**src/rtl/stopwatch_ctrl.sv**
```systemverilog
// Stopwatch control sequencer: button debounce, gated 100 Hz tick,
// IDLE/RUN/PAUSE/VIEW mode FSM, lap slot allocation and display select.
module stopwatch_ctrl #(
    parameter int DEBOUNCE_CYCLES    = 500000,
    parameter int TICK_DIV           = 500000,
    parameter int VIEW_TIMEOUT_TICKS = 300
) (
    input  logic       clk_50M,
    input  logic       reset,
    input  logic       btn_start,
    input  logic       btn_lap,
    input  logic       btn_clear,
    input  logic       btn_view,
    output logic       tick_100hz,
    output logic       count_clear,
    output logic       lap_wr,
    output logic [1:0] lap_slot,
    output logic [1:0] disp_sel,
    output logic       running,
    output logic [1:0] laps_used
);
    localparam int CW = $clog2(DEBOUNCE_CYCLES + 1);
    localparam int DW = $clog2(TICK_DIV + 1);
    localparam int VW = $clog2(VIEW_TIMEOUT_TICKS + 1);
    localparam logic [CW-1:0] DEB_LAST  = CW'(DEBOUNCE_CYCLES - 1);
    localparam logic [DW-1:0] DIV_LAST  = DW'(TICK_DIV - 1);
    localparam logic [VW-1:0] VIEW_LAST = VW'(VIEW_TIMEOUT_TICKS - 1);

    typedef enum logic [1:0] {IDLE, RUN, PAUSE, VIEW} state_t;

    // Button index: 0 start, 1 lap, 2 clear, 3 view
    logic [3:0]    sync1_q, sync2_q, level_q, level_d, press_q, press_d;
    logic [CW-1:0] cnt_q [4];
    logic [CW-1:0] cnt_d [4];
    logic [DW-1:0] div_q, div_d;
    logic [VW-1:0] vcnt_q;
    state_t        state_q;
    logic          ret_pause_q;
    logic          tick_q, count_clear_q, lap_wr_q, running_q;
    logic [1:0]    lap_slot_q, disp_sel_q, laps_used_q;
    logic          base_tick, p_start, p_lap, p_clear, p_view, clr_go;

    always_comb begin
        for (int i = 0; i < 4; i++) begin
            cnt_d[i]   = '0;
            level_d[i] = level_q[i];
            press_d[i] = 1'b0;
            if (sync2_q[i] != level_q[i]) begin
                if (cnt_q[i] == DEB_LAST) begin
                    level_d[i] = sync2_q[i];
                    press_d[i] = sync2_q[i];
                end else begin
                    cnt_d[i] = cnt_q[i] + 1'b1;
                end
            end
        end
    end

    // Strict priority: only the highest coincident press survives
    assign p_clear   = press_q[2];
    assign p_start   = press_q[0] & ~press_q[2];
    assign p_lap     = press_q[1] & ~press_q[2] & ~press_q[0];
    assign p_view    = press_q[3] & ~press_q[2] & ~press_q[0] & ~press_q[1];
    assign clr_go    = p_clear && (state_q == PAUSE || state_q == VIEW);
    assign base_tick = (div_q == DIV_LAST);

    always_comb begin
        div_d = div_q + 1'b1;
        if (clr_go || base_tick) div_d = '0;
    end

    always_ff @(posedge clk_50M or posedge reset) begin
        if (reset) begin
            sync1_q <= '0;
            sync2_q <= '0;
            level_q <= '0;
            press_q <= '0;
            for (int i = 0; i < 4; i++) cnt_q[i] <= '0;
            div_q   <= '0;
        end else begin
            sync1_q <= {btn_view, btn_clear, btn_lap, btn_start};
            sync2_q <= sync1_q;
            level_q <= level_d;
            press_q <= press_d;
            for (int i = 0; i < 4; i++) cnt_q[i] <= cnt_d[i];
            div_q   <= div_d;
        end
    end

    always_ff @(posedge clk_50M or posedge reset) begin
        if (reset) begin
            state_q       <= IDLE;
            ret_pause_q   <= 1'b0;
            vcnt_q        <= '0;
            tick_q        <= 1'b0;
            count_clear_q <= 1'b0;
            lap_wr_q      <= 1'b0;
            lap_slot_q    <= 2'd0;
            disp_sel_q    <= 2'd0;
            running_q     <= 1'b0;
            laps_used_q   <= 2'd0;
        end else begin
            tick_q        <= base_tick && (state_q == RUN);
            count_clear_q <= 1'b0;
            lap_wr_q      <= 1'b0;
            lap_slot_q    <= 2'd0;
            case (state_q)
                IDLE: begin
                    if (p_start) begin
                        state_q   <= RUN;
                        running_q <= 1'b1;
                    end else if (p_view && laps_used_q != 2'd0) begin
                        state_q     <= VIEW;
                        disp_sel_q  <= 2'd1;
                        ret_pause_q <= 1'b0;
                        vcnt_q      <= '0;
                    end
                end
                RUN: begin
                    if (p_start) begin
                        state_q   <= PAUSE;
                        running_q <= 1'b0;
                    end else if (p_lap && laps_used_q != 2'd3) begin
                        lap_wr_q    <= 1'b1;
                        lap_slot_q  <= laps_used_q + 2'd1;
                        laps_used_q <= laps_used_q + 2'd1;
                    end
                end
                PAUSE: begin
                    if (p_clear) begin
                        state_q       <= IDLE;
                        count_clear_q <= 1'b1;
                        laps_used_q   <= 2'd0;
                    end else if (p_start) begin
                        state_q   <= RUN;
                        running_q <= 1'b1;
                    end else if (p_view && laps_used_q != 2'd0) begin
                        state_q     <= VIEW;
                        disp_sel_q  <= 2'd1;
                        ret_pause_q <= 1'b1;
                        vcnt_q      <= '0;
                    end
                end
                default: begin
                    if (p_clear) begin
                        state_q       <= IDLE;
                        count_clear_q <= 1'b1;
                        laps_used_q   <= 2'd0;
                        disp_sel_q    <= 2'd0;
                    end else if (p_start) begin
                        state_q    <= RUN;
                        running_q  <= 1'b1;
                        disp_sel_q <= 2'd0;
                    end else if (p_view) begin
                        vcnt_q <= '0;
                        if (disp_sel_q == laps_used_q) begin
                            disp_sel_q <= 2'd0;
                            state_q    <= ret_pause_q ? PAUSE : IDLE;
                        end else begin
                            disp_sel_q <= disp_sel_q + 2'd1;
                        end
                    end else if (base_tick) begin
                        if (vcnt_q == VIEW_LAST) begin
                            disp_sel_q <= 2'd0;
                            state_q    <= ret_pause_q ? PAUSE : IDLE;
                        end else begin
                            vcnt_q <= vcnt_q + 1'b1;
                        end
                    end
                end
            endcase
        end
    end

    assign tick_100hz  = tick_q;
    assign count_clear = count_clear_q;
    assign lap_wr      = lap_wr_q;
    assign lap_slot    = lap_slot_q;
    assign disp_sel    = disp_sel_q;
    assign running     = running_q;
    assign laps_used   = laps_used_q;

endmodule

```
**config.mk**
```make
export PLATFORM = sky130hd
export DESIGN_NAME = stopwatch_ctrl
export DESIGN_NICKNAME = d
export VERILOG_FILES = /design/src/rtl/stopwatch_ctrl.sv
export SDC_FILE = /design/constraint.sdc
export NUM_CORES = 1
export LEC_CHECK = 0
export ABC_AREA = 0
export BUFFER_PORTS_ARGS = -buffer_cell sky130_fd_sc_hd__buf_2
export CAP_MARGIN = 20
export CORE_UTILIZATION = 56
export DETAILED_ROUTE_END_ITERATION = 8
export GPL_ROUTABILITY_DRIVEN = 0
export PLACE_DENSITY = 0.75
export SYNTH_ARGS = -nofsm -noshare
export SYNTH_HDL_FRONTEND = slang
export SYNTH_SLANG_ARGS = --single-unit
```
**constraint.sdc**
```tcl
create_clock -name clk_50M -period 4.7 [get_ports clk_50M]
set_input_delay 0.94 -clock clk_50M [delete_from_list [all_inputs] [get_ports clk_50M]]
set_output_delay 0.94 -clock clk_50M [all_outputs]
set_load 0.05 [all_outputs]
```
==> results_dict.tcl, run 1 <==
set metrics [dict create \
    p_leak_nw 3.20 \
    routedWlPerCell_um 14.8 \
    drt-initial-drc-count 306 \
    firstDrtPassIters 5 \
    area_growth_syn_to_layout_pct 13.0 \
    tightest_slew_ps 827 \
    ys_types 53 \
    totalWireLength_um 12100 \
    nNetsFinal 677 \
    critPathKind "reg2reg" \
    num_vias 4666 \
    cts_sinks 133 \
    io_pins 16 \
    core-area_sq_um 11000 \
    cts_root_buf "clkbuf_16" \
    outcome "finished clean" \
    cts-buffers-inserted 17 \
    cts_resized 0 \
    cp_slowest_cell "nand2_1" \
    fin_ws_ps 2480 \
    grt_pass1_vias 4496 \
    insertion_delay_ps 420 \
    grt.total_usage_pct 22.8 \
    cts.htree.levels 4 \
    cts.clk_slew.worst_paths_ps 60 \
    antenna_left 0 \
    grt_overflow 0 \
    synth_common_cells "133 x dfrtp_1, 120 x nor2_1, 57 x xor2_1" \
    die_w_um 109 \
    drive_above_1_share_pct 9.76 \
    synth-edff-count 0 \
    fin_cells 816 \
    setup_tns_ps 0 \
    cp_slowest_stage_delay_ps 440 \
    seq_area_frac_synth_pct 52.0 \
    dieArea_sq_um 11900 \
    post-dp-hpwl_um 8070 \
    cp_max_fo 16 \
    antenna_found_initial 0 \
    crit_arrival_ps 2490 \
    ys_async_sr_fraction_pct 100 \
    peakVddDrop_uv 248 \
    grt_max_degree 71 \
    placed_cells 784 \
    yosysTopAreaCellShare_pct 52.0 \
    drc 0 \
    n_antenna_cell 0 \
    clock_skew_ps 6.28 \
    drv_cap 0 \
    cts_tree "done" \
    clk_path_buf_depth 2 \
    r2r_start "div_q[0]" \
    period_share_pct 47.2 \
    hp-class "reg2reg" \
    synth_area_leaders "dfrtp_1 52%, xor2_1 7.8%, nor2_1 7.0%" \
    grt_pass1_wl_um 20800 \
    power_density_nw_per_um2 360 \
    fp.dieH_um 109 \
    rsz0062_at_grt "false" \
    postCtsSetupBuffers 0 \
    netlist_area_sq_um 6400 \
    rows 38 \
    ys_warn_count 0 \
    crit_chain "ha_1 > and4_1 > and4_1 > nand2_1 > nand2_1 > nor2_1" \
    hold_violations 0 \
    via_per_inst 5.72 \
    synth_top_cell_by_area "dfrtp_1" \
    syn_area_per_cell_sq_um 9.98 \
    start_util_pct 58.2 \
    worst_hold_slack_ps 349 \
    crit_path_start "div_q[0]" \
    synthCells 641 \
    hp-start "sync1_q[1]" \
    pre_cts_ws_ps 2480 \
    finalSetupViolCount 0 \
    fmax_mhz 451 \
    cp.required_ps 4970 \
    critical_path.startpoint_type "flop" \
    synth_most_common_cell "dfrtp_1" \
    synth_ff_type "dfrtp_1" \
    ys_ff_latch 133 \
    cts_hold_buffers 0 \
    synth_nets 655 \
    place.port_buffers 15 \
    slew_violations 0 \
    min_period_ps 2220 \
    slew_headroom_pct 44.4 \
    cp-end-kind "flop" \
    final_util_pct 65.8 \
]
[layout by cell type, fill, tap and decap left out, types with 4 or more instances in the layout]
cell type and n:
o21ai_0 17, nor2_1 120, and4_1 11, nand2b_1 7, xor2_1 57, and3_1 15
clkbuf_16 17, nand3_1 45, a21oi_1 5, clkinv_2 4, nand2_1 43, dfrtp_1 133
xnor2_1 33, mux2_2 5, bufinv_16 4, inv_1 16, nor3_1 14, nand4_1 25
ha_1 8, a31oi_1 7, nor4_1 11, buf_2 15, nor4b_1 8
[metal layers]
metal	GRT usage [%]	part of all wire [%]
met1	29.7	46
met2	36.3	49
met3	6.46	3.9
met4	8.49	1.5
met5	0	0
[where the power goes]
part           total [mW]  switching (mW)  internal [mW]
Combinational      0.0531          0.0401         0.0130
Clock                1.38           0.486          0.899
Sequential           1.17          0.0114           1.16
Total                2.61           0.537           2.07
[logic make-up (layout without fill, tap and decap cells)]
logic type	Yosys count	count (layout)	synth area share (%)
adder cells (fa/ha/maj)	8	8	1.57
AND/OR/NAND/NOR	328	328	26.6
XOR/XNOR	90	90	12.3
flip-flops	133	133	52.0
AO/OA/AOI/OAI	45	45	4.50
multiplexers	6	6	1.04
buffers and inverters	31	66	1.90
[path summary, 6_finish.rpt]
path | end | slack, ps | cells past startpoint
worst max-delay path | div_q[12] | 2480 | 6
worst min-delay path | sync2_q[1] | 350 | 0
worst max register to register | div_q[12] | 2480 | 6
worst min register to register | sync2_q[1] | 350 | 0
max in group asynchronous | level_q[3] | 3000 | 3
min in group asynchronous | cnt_q[40] | 670 | 2
[state kept, by name, summed over array words and instances (netlist names)]
signal       flops
running          1
ret_pause_q      1
div_q           19
level_q          4
laps_used        2
tick_100hz       1
press_q          4
sync1_q          4
count_clear      1
disp_sel         2
state_q          2
lap_slot         2
vcnt_q           9
lap_wr           1
sync2_q          4
cnt_q           76
[worst max-delay path, delay by kind of cell (launching register included)]
| kind | cells | cell delay [ps] |
|---|---|---|
| fa+ha+maj | 1 | 230 |
| simple gates | 5 | 1430 |
| flops | 1 | 400 |
[stage by stage]
stage,cell area (sq um),power [mW]
2_1_floorplan,6400,1.23
3_3_place_gp,6610,1.24
3_5_place_dp,6610,1.24
4_1_cts,7230,2.63
5_1_grt,7230,2.69
6_report,7230,2.61
[cell type report]
cell class                 count  area, sq um
clock buffer                  19          443
clock inverter                13          181
fill                         836         3750
inverter                      17         66.3
multi-input combinational    477         2950
sequential                   133         3330
tap                          140          175
timing repair buffer          17         90.1
Note: power is estimated with default switching activity, not from simulation.
==> inputs of run 2 (changes only) <==
Settings changed: ABC_AREA 0 to 1, CORE_UTILIZATION 56 to 57, PLACE_DENSITY 0.75 to 0.76.
Clock period 4.7 ns to 1.8 ns, I/O delays scaled along.
==> run 2 against run 1 <==
Net effect: critical path depth is 2 higher; non-clock buffer count grew 12; worst hold slack got worse by 310 ps; largest power group unchanged; highest routed layer unchanged.
==> results_dict.tcl, run 2 <==
set metrics [dict create \
    die_w_um 116 \
    cp.required_ps 2110 \
    grt_pass1_vias 5829 \
    cts_root_buf "clkbuf_16" \
    fin_cells 1213 \
    period_share_pct 89.7 \
    synth_top_cell_by_area "dfrtp_1" \
    synth_most_common_cell "nand2_1" \
    finalSetupViolCount 0 \
    cts.htree.levels 4 \
    synth_area_leaders "dfrtp_1 45%, nand2_1 12%, nor2_1 9.9%" \
    placed_cells 1180 \
    place.port_buffers 15 \
    grt.total_usage_pct 25.4 \
    tightest_slew_ps 558 \
    rsz0062_at_grt "false" \
    core-area_sq_um 12600 \
    post-dp-hpwl_um 11000 \
    cp_top_family "simple AND/OR/NAND/NOR gates" \
    grt_overflow 0 \
    grt_max_degree 50 \
    drc 0 \
    power.share.combinational_pct 2.5 \
    ys_warn_count 0 \
    start_util_pct 58.6 \
    synthCells 987 \
    num_vias 6336 \
    power_density_nw_per_um2 813 \
    crit_top_cell "nand2_1" \
    clock_skew_ps 6.71 \
    synth_ff_type "dfrtp_1" \
    critical_path.startpoint_type "flop" \
    slew_headroom_pct 62.7 \
    antenna_found_initial 0 \
    nFillCells 1102 \
    final_cell_mix "225 x nand2_1, 196 x nor2_1, 131 x dfrtp_1, 120 x inv_1, 78 x nand3_1" \
    path_buf_inv 0 \
    routedWlPerCell_um 12.7 \
    hold_violations 0 \
    power_frac_seq_pct 44.5 \
    cts.clk_slew.worst_paths_ps 60 \
    slew_violations 0 \
    cts-buffers-inserted 17 \
    nNetsFinal 1042 \
    io_pins 16 \
    postCtsSetupBuffers 0 \
    top_register "cnt_q" \
    outcome "finished clean" \
    grt_pass1_wl_um 26600 \
    critPathKind "reg2reg" \
    reg.largest.list "cnt_q (76), div_q (19), vcnt_q (9)" \
    reg2reg_slack_ps 190 \
    ys_ff_latch 133 \
    cp_slowest_cell "dfrtp_1" \
    drt-initial-drc-count 489 \
    clk_path_buf_depth 2 \
    via_per_inst 5.22 \
    ys_types 35 \
    min_period_ps 1610 \
    power_switching_mw 1.46 \
    seq_area_frac_synth_pct 45.0 \
    p_leak_nw 3.76 \
    totalWireLength_um 15400 \
    netlist_area_sq_um 7390 \
    cp_slowest_stage_delay_ps 410 \
    insertion_delay_ps 430 \
    drive_above_1_share_pct 9.70 \
    rows 41 \
    ys_async_sr_fraction_pct 100 \
    peakVddDrop_uv 902 \
    cts_tree "done" \
    final_common_cell "nand2_1" \
    syn_area_per_cell_sq_um 7.49 \
    cp_max_fo 9 \
    synth-edff-count 0 \
    yosysTopAreaCellShare_pct 45.0 \
    synth_nets 1001 \
    final_util_pct 66.8 \
    pwr-share-clk_pct 53.0 \
    setup_tns_ps 0 \
    firstDrtPassIters 5 \
    swShare_pct 21.3 \
    dieArea_sq_um 13400 \
    crit_chain "ha_1 > nand2_2 > nor2_4 > nand3_4 > nand2_1 > nand3_2 > nand2_1 > nand2_1" \
    antenna_left 0 \
    p_int_mw 5.40 \
    fp.dieH_um 116 \
    largest_reg_flops 76 \
    cp-end-kind "flop" \
    area_growth_syn_to_layout_pct 14.1 \
    hp-class "in2reg" \
    crit_arrival_ps 1930 \
    cts_sinks 133 \
    drv_cap 0 \
    n_antenna_cell 0 \
    synth_common_cells "227 x nand2_1, 196 x nor2_1, 133 x dfrtp_1" \
    fmax_mhz 620 \
]
[run 2: cell types whose count changed after synthesis, sizes merged, moves of 12 or more]
cell	delta
a21oi	+12
nor3	+24
xnor2	-19
xor2	-18
and3	-14
nor2	+92
inv	+106
nand2	+192
nand3	+36
[run 2: what timing repair did]
| action | in CTS | in global routing |
|---|---|---|
| setup endpoints to repair | 0 | 16 |
| endpoints found under the hold margin | 20 | 0 |
| resized for setup | 0 | 5 |
| hold buffers | 1 | 0 |
[run 2: final cells by class]
class	count	area, sq um	share of cell area (%)
Multi-Input combinational cell	724	3580	42.4
Sequential cell	133	3330	39.5
Clock buffer	21	480	5.70
Inverter	123	465	5.52
Timing Repair Buffer	29	220	2.61
Tap cell	172	215	2.55
Clock inverter	11	148	1.75
[run 2: path summary, 6_finish.rpt]
| path | startpoint | endpoint | cells after the start |
|---|---|---|---|
| max | div_q[0] | vcnt_q[0] | 8 |
| min reg2reg | sync1_q[3] | sync2_q[3] | 0 |
| min | btn_clear | sync1_q[2] | 1 |
| max reg2reg | div_q[0] | vcnt_q[0] | 8 |
| min in group asynchronous | reset | cnt_q[60] | 3 |
| max in group asynchronous | reset | cnt_q[19] | 4 |
[run 2: power by group through the flow]
| stage | clock network [mW] | logic (mW) | registers [mW] |
|---|---|---|---|
| after floorplan | 0 | 0.111 | 3.10 |
| after global placement | 0 | 0.172 | 3.10 |
| after detailed placement | 0 | 0.173 | 3.10 |
| after CTS | 3.68 | 0.178 | 3.05 |
| after global routing | 3.80 | 0.200 | 3.05 |
| final | 3.63 | 0.173 | 3.05 |
[run 2: per-layer routing]
| layer | track usage (%) | up-vias | part of all wire (%) |
|---|---|---|---|
| met5 | 0 | - | 0 |
| li1 | - | 3228 | - |
| met1 | 35.7 | 2949 | 48 |
| met4 | 9.06 | 0 | 1.5 |
| met3 | 5.02 | 23 | 4.6 |
| met2 | 39.2 | 136 | 46 |
[run 2: cell families after synthesis]
family | Yosys count | synth area share (%)
and+or+nand+nor | 630 | 38.1
DFF | 133 | 45.0
buffers and inverters | 130 | 6.73
xor gates and xnor gates | 53 | 6.28
AOI/OAI and AO/OA | 33 | 2.54
adders and majority gates | 8 | 1.35
[run 2: per-stage QoR]
| stage | hold WS, ps | worst slack (ps) | power (mW) | area (sq um) |
|---|---|---|---|---|
| 2_1_floorplan | 331 | -211 | 3.21 | 7400 |
| 5_1_grt | 32.7 | 6.27 | 7.06 | 8440 |
| 3_3_place_gp | 332 | 158 | 3.27 | 7790 |
| 3_5_place_dp | 337 | 94.4 | 3.28 | 7790 |
| 6_report | 39.4 | 186 | 6.86 | 8440 |
| 4_1_cts | 28.3 | 82.9 | 6.91 | 8430 |
